==> src/rtl/snoop_responder.sv <==
`default_nettype none
// ============================================================================
// Module   : snoop_responder
// Purpose  : Services shared-bus snoops from other caches against this L2.
//            It looks up tag/MESI through the directory port, answers with
//            NOHIT/HIT/HITM, and downgrades or invalidates the line. A HITM
//            response also streams the dirty line onto the bus, least
//            significant beat first.
// Revision : 1.0  initial release
// ============================================================================
module snoop_responder #(
  parameter int indexBits = 14,
  parameter int tagBits   = 12,
  parameter int ways      = 8,
  parameter int lineSize  = 512,
  parameter int busWidth  = 64
) (
  input  logic                     clk,
  input  logic                     rst_n,
  input  logic                     snoopValid,
  input  logic [1:0]               snoopOp,
  input  logic [indexBits-1:0]     snoopIndex,
  input  logic [tagBits-1:0]       snoopTag,
  output logic                     snoopReady,
  output logic                     snoopResultValid,
  output logic [1:0]               snoopResult,
  output logic                     protocolError,
  output logic                     dirReq,
  output logic [indexBits-1:0]     dirIndex,
  output logic [tagBits-1:0]       dirTag,
  input  logic                     dirAck,
  input  logic                     dirHit,
  input  logic [$clog2(ways)-1:0]  dirWay,
  input  logic [3:0]               dirMesi,
  input  logic [lineSize-1:0]      dirData,
  output logic                     dirWrEn,
  output logic [$clog2(ways)-1:0]  dirWrWay,
  output logic [3:0]               dirWrMesi,
  output logic                     wbValid,
  output logic [busWidth-1:0]      wbData,
  output logic                     wbLast,
  input  logic                     wbReady
);

  localparam int cBeats = lineSize / busWidth;
  localparam int cBeatW = (cBeats > 1) ? $clog2(cBeats) : 1;
  localparam logic [cBeatW-1:0] cLastBeat = cBeatW'(cBeats - 1);

  localparam logic [1:0] cOpRead  = 2'b00;
  localparam logic [1:0] cOpWrite = 2'b01;
  localparam logic [1:0] cOpRfo   = 2'b10;
  localparam logic [1:0] cOpInv   = 2'b11;

  localparam logic [1:0] cNohit = 2'b00;
  localparam logic [1:0] cHit   = 2'b01;
  localparam logic [1:0] cHitm  = 2'b10;

  localparam logic [3:0] cMesiM = 4'b1000;
  localparam logic [3:0] cMesiS = 4'b0010;
  localparam logic [3:0] cMesiI = 4'b0001;

  typedef enum logic [1:0] {
    IDLE      = 2'd0,
    LOOKUP    = 2'd1,
    RESPOND   = 2'd2,
    WRITEBACK = 2'd3
  } stateT;

  stateT                    rState, wNext;
  logic [1:0]               rOp;
  logic [indexBits-1:0]     rIndex;
  logic [tagBits-1:0]       rTag;
  logic                     rHit;
  logic [$clog2(ways)-1:0]  rWay;
  logic [3:0]               rMesi;
  logic [lineSize-1:0]      rData;
  logic [cBeatW-1:0]        rBeat;

  logic       wLineValid;
  logic [1:0] wResult;
  logic       wWrite;
  logic [3:0] wNewMesi;
  logic       wProtErr;
  logic       wLastBeat;

  // A hit on an I-state way is treated exactly like a miss.
  assign wLineValid = rHit && !rMesi[0];
  assign wLastBeat  = (rBeat == cLastBeat);

  // The lookup address is only driven while the request is up.
  assign dirIndex = dirReq ? rIndex : '0;
  assign dirTag   = dirReq ? rTag   : '0;

  // State register; reset abandons any snoop in flight.
  always_ff @(posedge clk or negedge rst_n) begin
    if (!rst_n) begin
      rState <= IDLE;
    end else begin
      rState <= wNext;
    end
  end

  // Capture the snoop, latch the directory answer and count writeback beats.
  always_ff @(posedge clk or negedge rst_n) begin
    if (!rst_n) begin
      rOp    <= '0;
      rIndex <= '0;
      rTag   <= '0;
      rHit   <= 1'b0;
      rWay   <= '0;
      rMesi  <= '0;
      rData  <= '0;
      rBeat  <= '0;
    end else begin
      if (rState == IDLE && snoopValid) begin
        rOp    <= snoopOp;
        rIndex <= snoopIndex;
        rTag   <= snoopTag;
        rHit   <= 1'b0;   // WRITE skips the lookup, so it must see a miss
      end
      if (rState == LOOKUP && dirAck) begin
        rHit  <= dirHit;
        rWay  <= dirWay;
        rMesi <= dirMesi;
        rData <= dirData;
      end
      if (rState == RESPOND) begin
        rBeat <= '0;
      end else if (rState == WRITEBACK && wbReady) begin
        rBeat <= rBeat + 1'b1;
      end
    end
  end

  // MESI response table: snoop result, directory update and protocol check.
  always_comb begin
    wResult  = cNohit;
    wWrite   = 1'b0;
    wNewMesi = cMesiI;
    wProtErr = 1'b0;
    if (wLineValid && rOp != cOpWrite) begin
      case (rOp)
        cOpRead: begin
          if (rMesi[3]) begin
            wResult = cHitm; wWrite = 1'b1; wNewMesi = cMesiS;
          end else if (rMesi[2]) begin
            wResult = cHit;  wWrite = 1'b1; wNewMesi = cMesiS;
          end else if (rMesi[1]) begin
            wResult = cHit;
          end
        end
        cOpRfo: begin
          if (rMesi[3]) begin
            wResult = cHitm; wWrite = 1'b1;
          end else if (rMesi[2] || rMesi[1]) begin
            wResult = cHit;  wWrite = 1'b1;
          end
        end
        cOpInv: begin
          // An INVALIDATE can only legally find a shared copy here.
          if (rMesi[1]) begin
            wResult = cHit; wWrite = 1'b1;
          end else if (rMesi[3] || rMesi[2]) begin
            wProtErr = 1'b1;
          end
        end
        default: ;
      endcase
    end
  end

  // Next-state decode and all handshake outputs, derived from the state.
  always_comb begin
    wNext            = rState;
    snoopReady       = 1'b0;
    dirReq           = 1'b0;
    snoopResultValid = 1'b0;
    snoopResult      = cNohit;
    protocolError    = 1'b0;
    dirWrEn          = 1'b0;
    dirWrWay         = '0;
    dirWrMesi        = '0;
    wbValid          = 1'b0;
    wbData           = '0;
    wbLast           = 1'b0;
    case (rState)
      IDLE: begin
        snoopReady = 1'b1;
        if (snoopValid) begin
          wNext = (snoopOp == cOpWrite) ? RESPOND : LOOKUP;
        end
      end
      LOOKUP: begin
        dirReq = 1'b1;
        if (dirAck) begin
          wNext = RESPOND;
        end
      end
      RESPOND: begin
        snoopResultValid = 1'b1;
        snoopResult      = wResult;
        protocolError    = wProtErr;
        dirWrEn          = wWrite;
        dirWrWay         = wWrite ? rWay : '0;
        dirWrMesi        = wWrite ? wNewMesi : '0;
        wNext            = (wResult == cHitm) ? WRITEBACK : IDLE;
      end
      WRITEBACK: begin
        wbValid = 1'b1;
        wbData  = rData[int'(rBeat) * busWidth +: busWidth];
        wbLast  = wLastBeat;
        if (wbReady && wLastBeat) begin
          wNext = IDLE;
        end
      end
      default: wNext = IDLE;
    endcase
  end

endmodule
`default_nettype wire

==> config.mk <==
export PLATFORM = sky130hd
export DESIGN_NAME = snoop_responder
export DESIGN_NICKNAME = d
export VERILOG_FILES = /design/src/rtl/snoop_responder.sv
export SDC_FILE = /design/constraint.sdc
export NUM_CORES = 1
export LEC_CHECK = 0
export BUFFER_PORTS_ARGS = -buffer_cell sky130_fd_sc_hd__buf_2
export CAP_MARGIN = 20
export CORE_AREA = 2 2 254 256
export CTS_BUF_LIST = sky130_fd_sc_hd__clkbuf_16
export DETAILED_ROUTE_END_ITERATION = 12
export DIE_AREA = 0 0 256 258
export PLACE_DENSITY = 0.66
export SLEW_MARGIN = 0
export SYNTH_ARGS = -nofsm -noshare
export SYNTH_HDL_FRONTEND = slang
export SYNTH_SLANG_ARGS = --single-unit
==> constraint.sdc <==
create_clock -name clk -period 4.6 [get_ports clk]
set_input_delay 0.46 -clock clk [delete_from_list [all_inputs] [get_ports clk]]
set_output_delay 0.46 -clock clk [all_outputs]
set_load 0.05 [all_outputs]
==> summary.txt <==
Synth unique cells -> 41
Input/output buffers -> 656
Global-route wire length before repair -> 115400 um
Reg clk slew, reported paths -> 60 ps
Commonest non-fill, non-tap cell in the layout -> buf_2
P per Cell Area -> 705.4 mW/mm^2
Power share of the sequential group -> 0.388
Root Driver -> clkbuf_16
Die Footprint -> 0.06605 sq mm
Cells along the critical path -> nand4_4 -> buf_4 -> o22ai_1 -> or2_2 -> buf_2
Area Growth Syn to Fin -> 21.61%
Drt drc -> 0
Adder-cell share of the synthesized area -> 0.0009262
Cell-internal power -> 0.01536 W
Mean routed wirelength per cell -> 22.75 um
Compound-gate portion of the synthesized area -> 0.03427
Setup violations, final -> 0
Drt via density -> 5.167
Fin Setup TNS -> 0 ps
Status -> completed
# fillers -> 5459
Max FO, Critical Path -> 35
Clock power frac -> 0.197
IO Pins -> 659
RSZ-0062 raised after global routing -> no
Post-layout min period -> 3804 ps
Vias in the first global route -> 19060
Highest-delay cell along the critical path -> nand4_4
Iter 0 DRT Violations -> 1113
Area contributors post-synth -> dfrtp_1, mux2_4, mux2i_1
Slew @ Worst Pin -> 1122 ps
Syn_area_per_cell -> 15.38 sq um
Syn Inst Count -> 1757
Chip width -> 256 um
Commonest cells after routing, fill and taps aside -> buf_2, dfrtp_1, mux2_4
Relative slew slack -> 0.2522
Comb power frac -> 0.415
Deepest clock path buffer count -> 3
Worst-skew pair later-pin latency -> 610 ps
Post-synthesis register bit count -> 553
Predominant post-synthesis flop cell -> dfrtp_1
Fraction of layout cells with a size suffix above 1 -> 0.5593
Worst Hold Class -> input pin to flip-flop
Async SR Flop Fraction -> 1.000
Critical Path RT -> 4140 ps
Reg2reg path depth -> 3
Pins Over Slew Limit -> 0
Clock H-tree levels -> 2
Post-synth top area share -> 0.5122
Die height -> 258 um
# rows -> 93
Hold depth -> 3
Antenna Nets Post-Route -> 0
Main combinational cell family by area after synthesis -> multiplexers
Core box area -> 0.06365 sq mm
Post-CTS Setup Inserts -> 0
Critical path's largest stage delay -> 780 ps
Via count -> 17240
Period utilization -> 0.8270
Post-Synth XOR/XNOR Area -> 0
Syn. warnings -> 0
Dpl hpwl -> 54070 um
Simple-gate share of the synthesized area -> 0.02811
Max Fclk -> 0.2629 GHz
Multiplexer share of the synthesized area -> 0.3877
Nets -> 2944
Seq/Total Area, Yosys -> 0.5122
Clock skew -> 14.85 ps
Initial antenna violation count -> 59
CP Launch Type -> flip-flop
DRT Pass-1 Iters -> 5
Crit path depth -> 5
CTS tree -> built
Gr usage total -> 0.2247
CTS Buf Count -> 58
Worst path buffer plus inverter count -> 2
Psw -> 0.007813 W
Largest net degree at the start of global routing -> 111
Clock sinks -> 553
Crit Path Class -> flip-flop to primary output
Area leader, netlist -> dfrtp_1
Area of the mapped netlist -> 0.02702 sq mm
Final Routed Wirelength -> 75910 um
Crit path DAT -> 3340 ps
Hold WS -> 69.43 ps
Initial core utilization -> 0.4245
CP endpoint kind -> primary output
Seq. cell area -> 0.01384 sq mm
CP delay by family, top -> simple AND/OR/NAND/NOR gates
Sw Share -> 0.3371
Max IR drop VDD -> 0.4139 mV
GPL Wtd Cong -> 0.8802
Max-cap violations -> 0
Total gr overflow -> 0
Hold Vio Cnt, Final -> 0
Post-synth EDFFs -> 0
Pleak -> 15.37 nW
Multi-input gate area -> 0.01223 sq mm
[path summary, 6_finish.rpt]
| check | end | slack [ps] | start |
|---|---|---|---|
| hold reg to reg | rIndex[11] | 480 | rIndex[11] |
| hold / removal | rMesi[1] | 70 | dirMesi[1] |
| max in group asynchronous | rData[411] | 2840 | rst_n |
| setup reg to reg | rData[470] | 1780 | rState[0] |
| setup / recovery | wbData[47] | 800 | rState[1] |
| min in group asynchronous | rData[208] | 360 | rst_n |
[per-layer routing]
metal,wire length (um),track usage,vias up
li1,-,-,7674
met1,31530,0.2851,8746
met2,36510,0.3618,610
met3,4619,0.05713,186
met4,3084,0.1048,26
met5,161,0,-
[sequential cells by signal (all words and copies together), names as in the netlist]
register and count:
rTag 12, rOp 2, rBeat 3, rState 2
rHit 1, rMesi 4, rData 512, rIndex 14
rWay 3
[cell usage after synthesis, types with 2 or more instances]
cell type  number
dfrtp_1       553
mux2_4        470
mux2i_1       257
o22ai_1       128
buf_2          63
mux2_2         62
or2_2          53
buf_6          51
and2_1         29
mux2_1         13
or2_1          11
nand2_1         7
nor2_1          6
buf_4           5
inv_1           5
a21oi_1         4
o21ai_0         4
a22o_1          3
clkbuf_1        3
a31oi_1         2
buf_8           2
ha_1            2
nand3_1         2
nand4b_1        2
nand4bb_1       2
nor3_1          2
o211ai_1        2
[power by group through the flow]
stage | clock network, W | registers (W) | logic, W
floorplan | 0 | 0.00837 | 0.00803
global placement | 0 | 0.00886 | 0.00948
detailed placement | 0 | 0.00900 | 0.00960
CTS | 0.00469 | 0.00896 | 0.00968
global route | 0.00489 | 0.00928 | 0.0102
finish | 0.00456 | 0.00900 | 0.00961
[through the flow]
stage | cell area (sq um) | std cells | worst slack [ps] | util | power [W]
global placement | 30910 | 3183 | 1508 | 0.4857 | 0.01834
detailed placement | 30910 | 3183 | 1419 | 0.4857 | 0.01860
global route | 32840 | 3331 | 575.5 | 0.5160 | 0.02436
CTS | 32740 | 3290 | 750.6 | 0.5144 | 0.02332
finish | 32860 | 3337 | 796.0 | 0.5162 | 0.02318
floorplan | 27020 | 1758 | 2007 | - | 0.01639
[area by class of cell]
cell class              instances  area share
well taps                     855     0.03256
repair buffers                695      0.1145
diodes                         47    0.003580
clock inverters                47     0.01028
inverters                       6   0.0006855
clock buffers                  59     0.04494
flip-flops and latches        553      0.4213
multi-input cells            1075      0.3721
[kinds of logic after synthesis]
kind of cell | Yosys count
AND/OR/NAND/NOR | 122
buffers and inverters | 130
other | 1
AO/OA/AOI/OAI | 147
flip-flops | 553
multiplexers | 802
adder cells (fa/ha/maj) | 2
[worst register-to-register path: stages, from the launching register on]
cell	delay [ps]
dfrtp_1	750
and3b_4	940
buf_4	630
mux2_1	390
[repair_timing]
item                                    4_1_cts  5_1_grt
hold buffers                                  1        0
endpoints found under the setup margin        0        0
endpoints found under the hold margin        13        0
resized for setup                             0        0
Note: power is estimated with default switching activity, not from simulation.
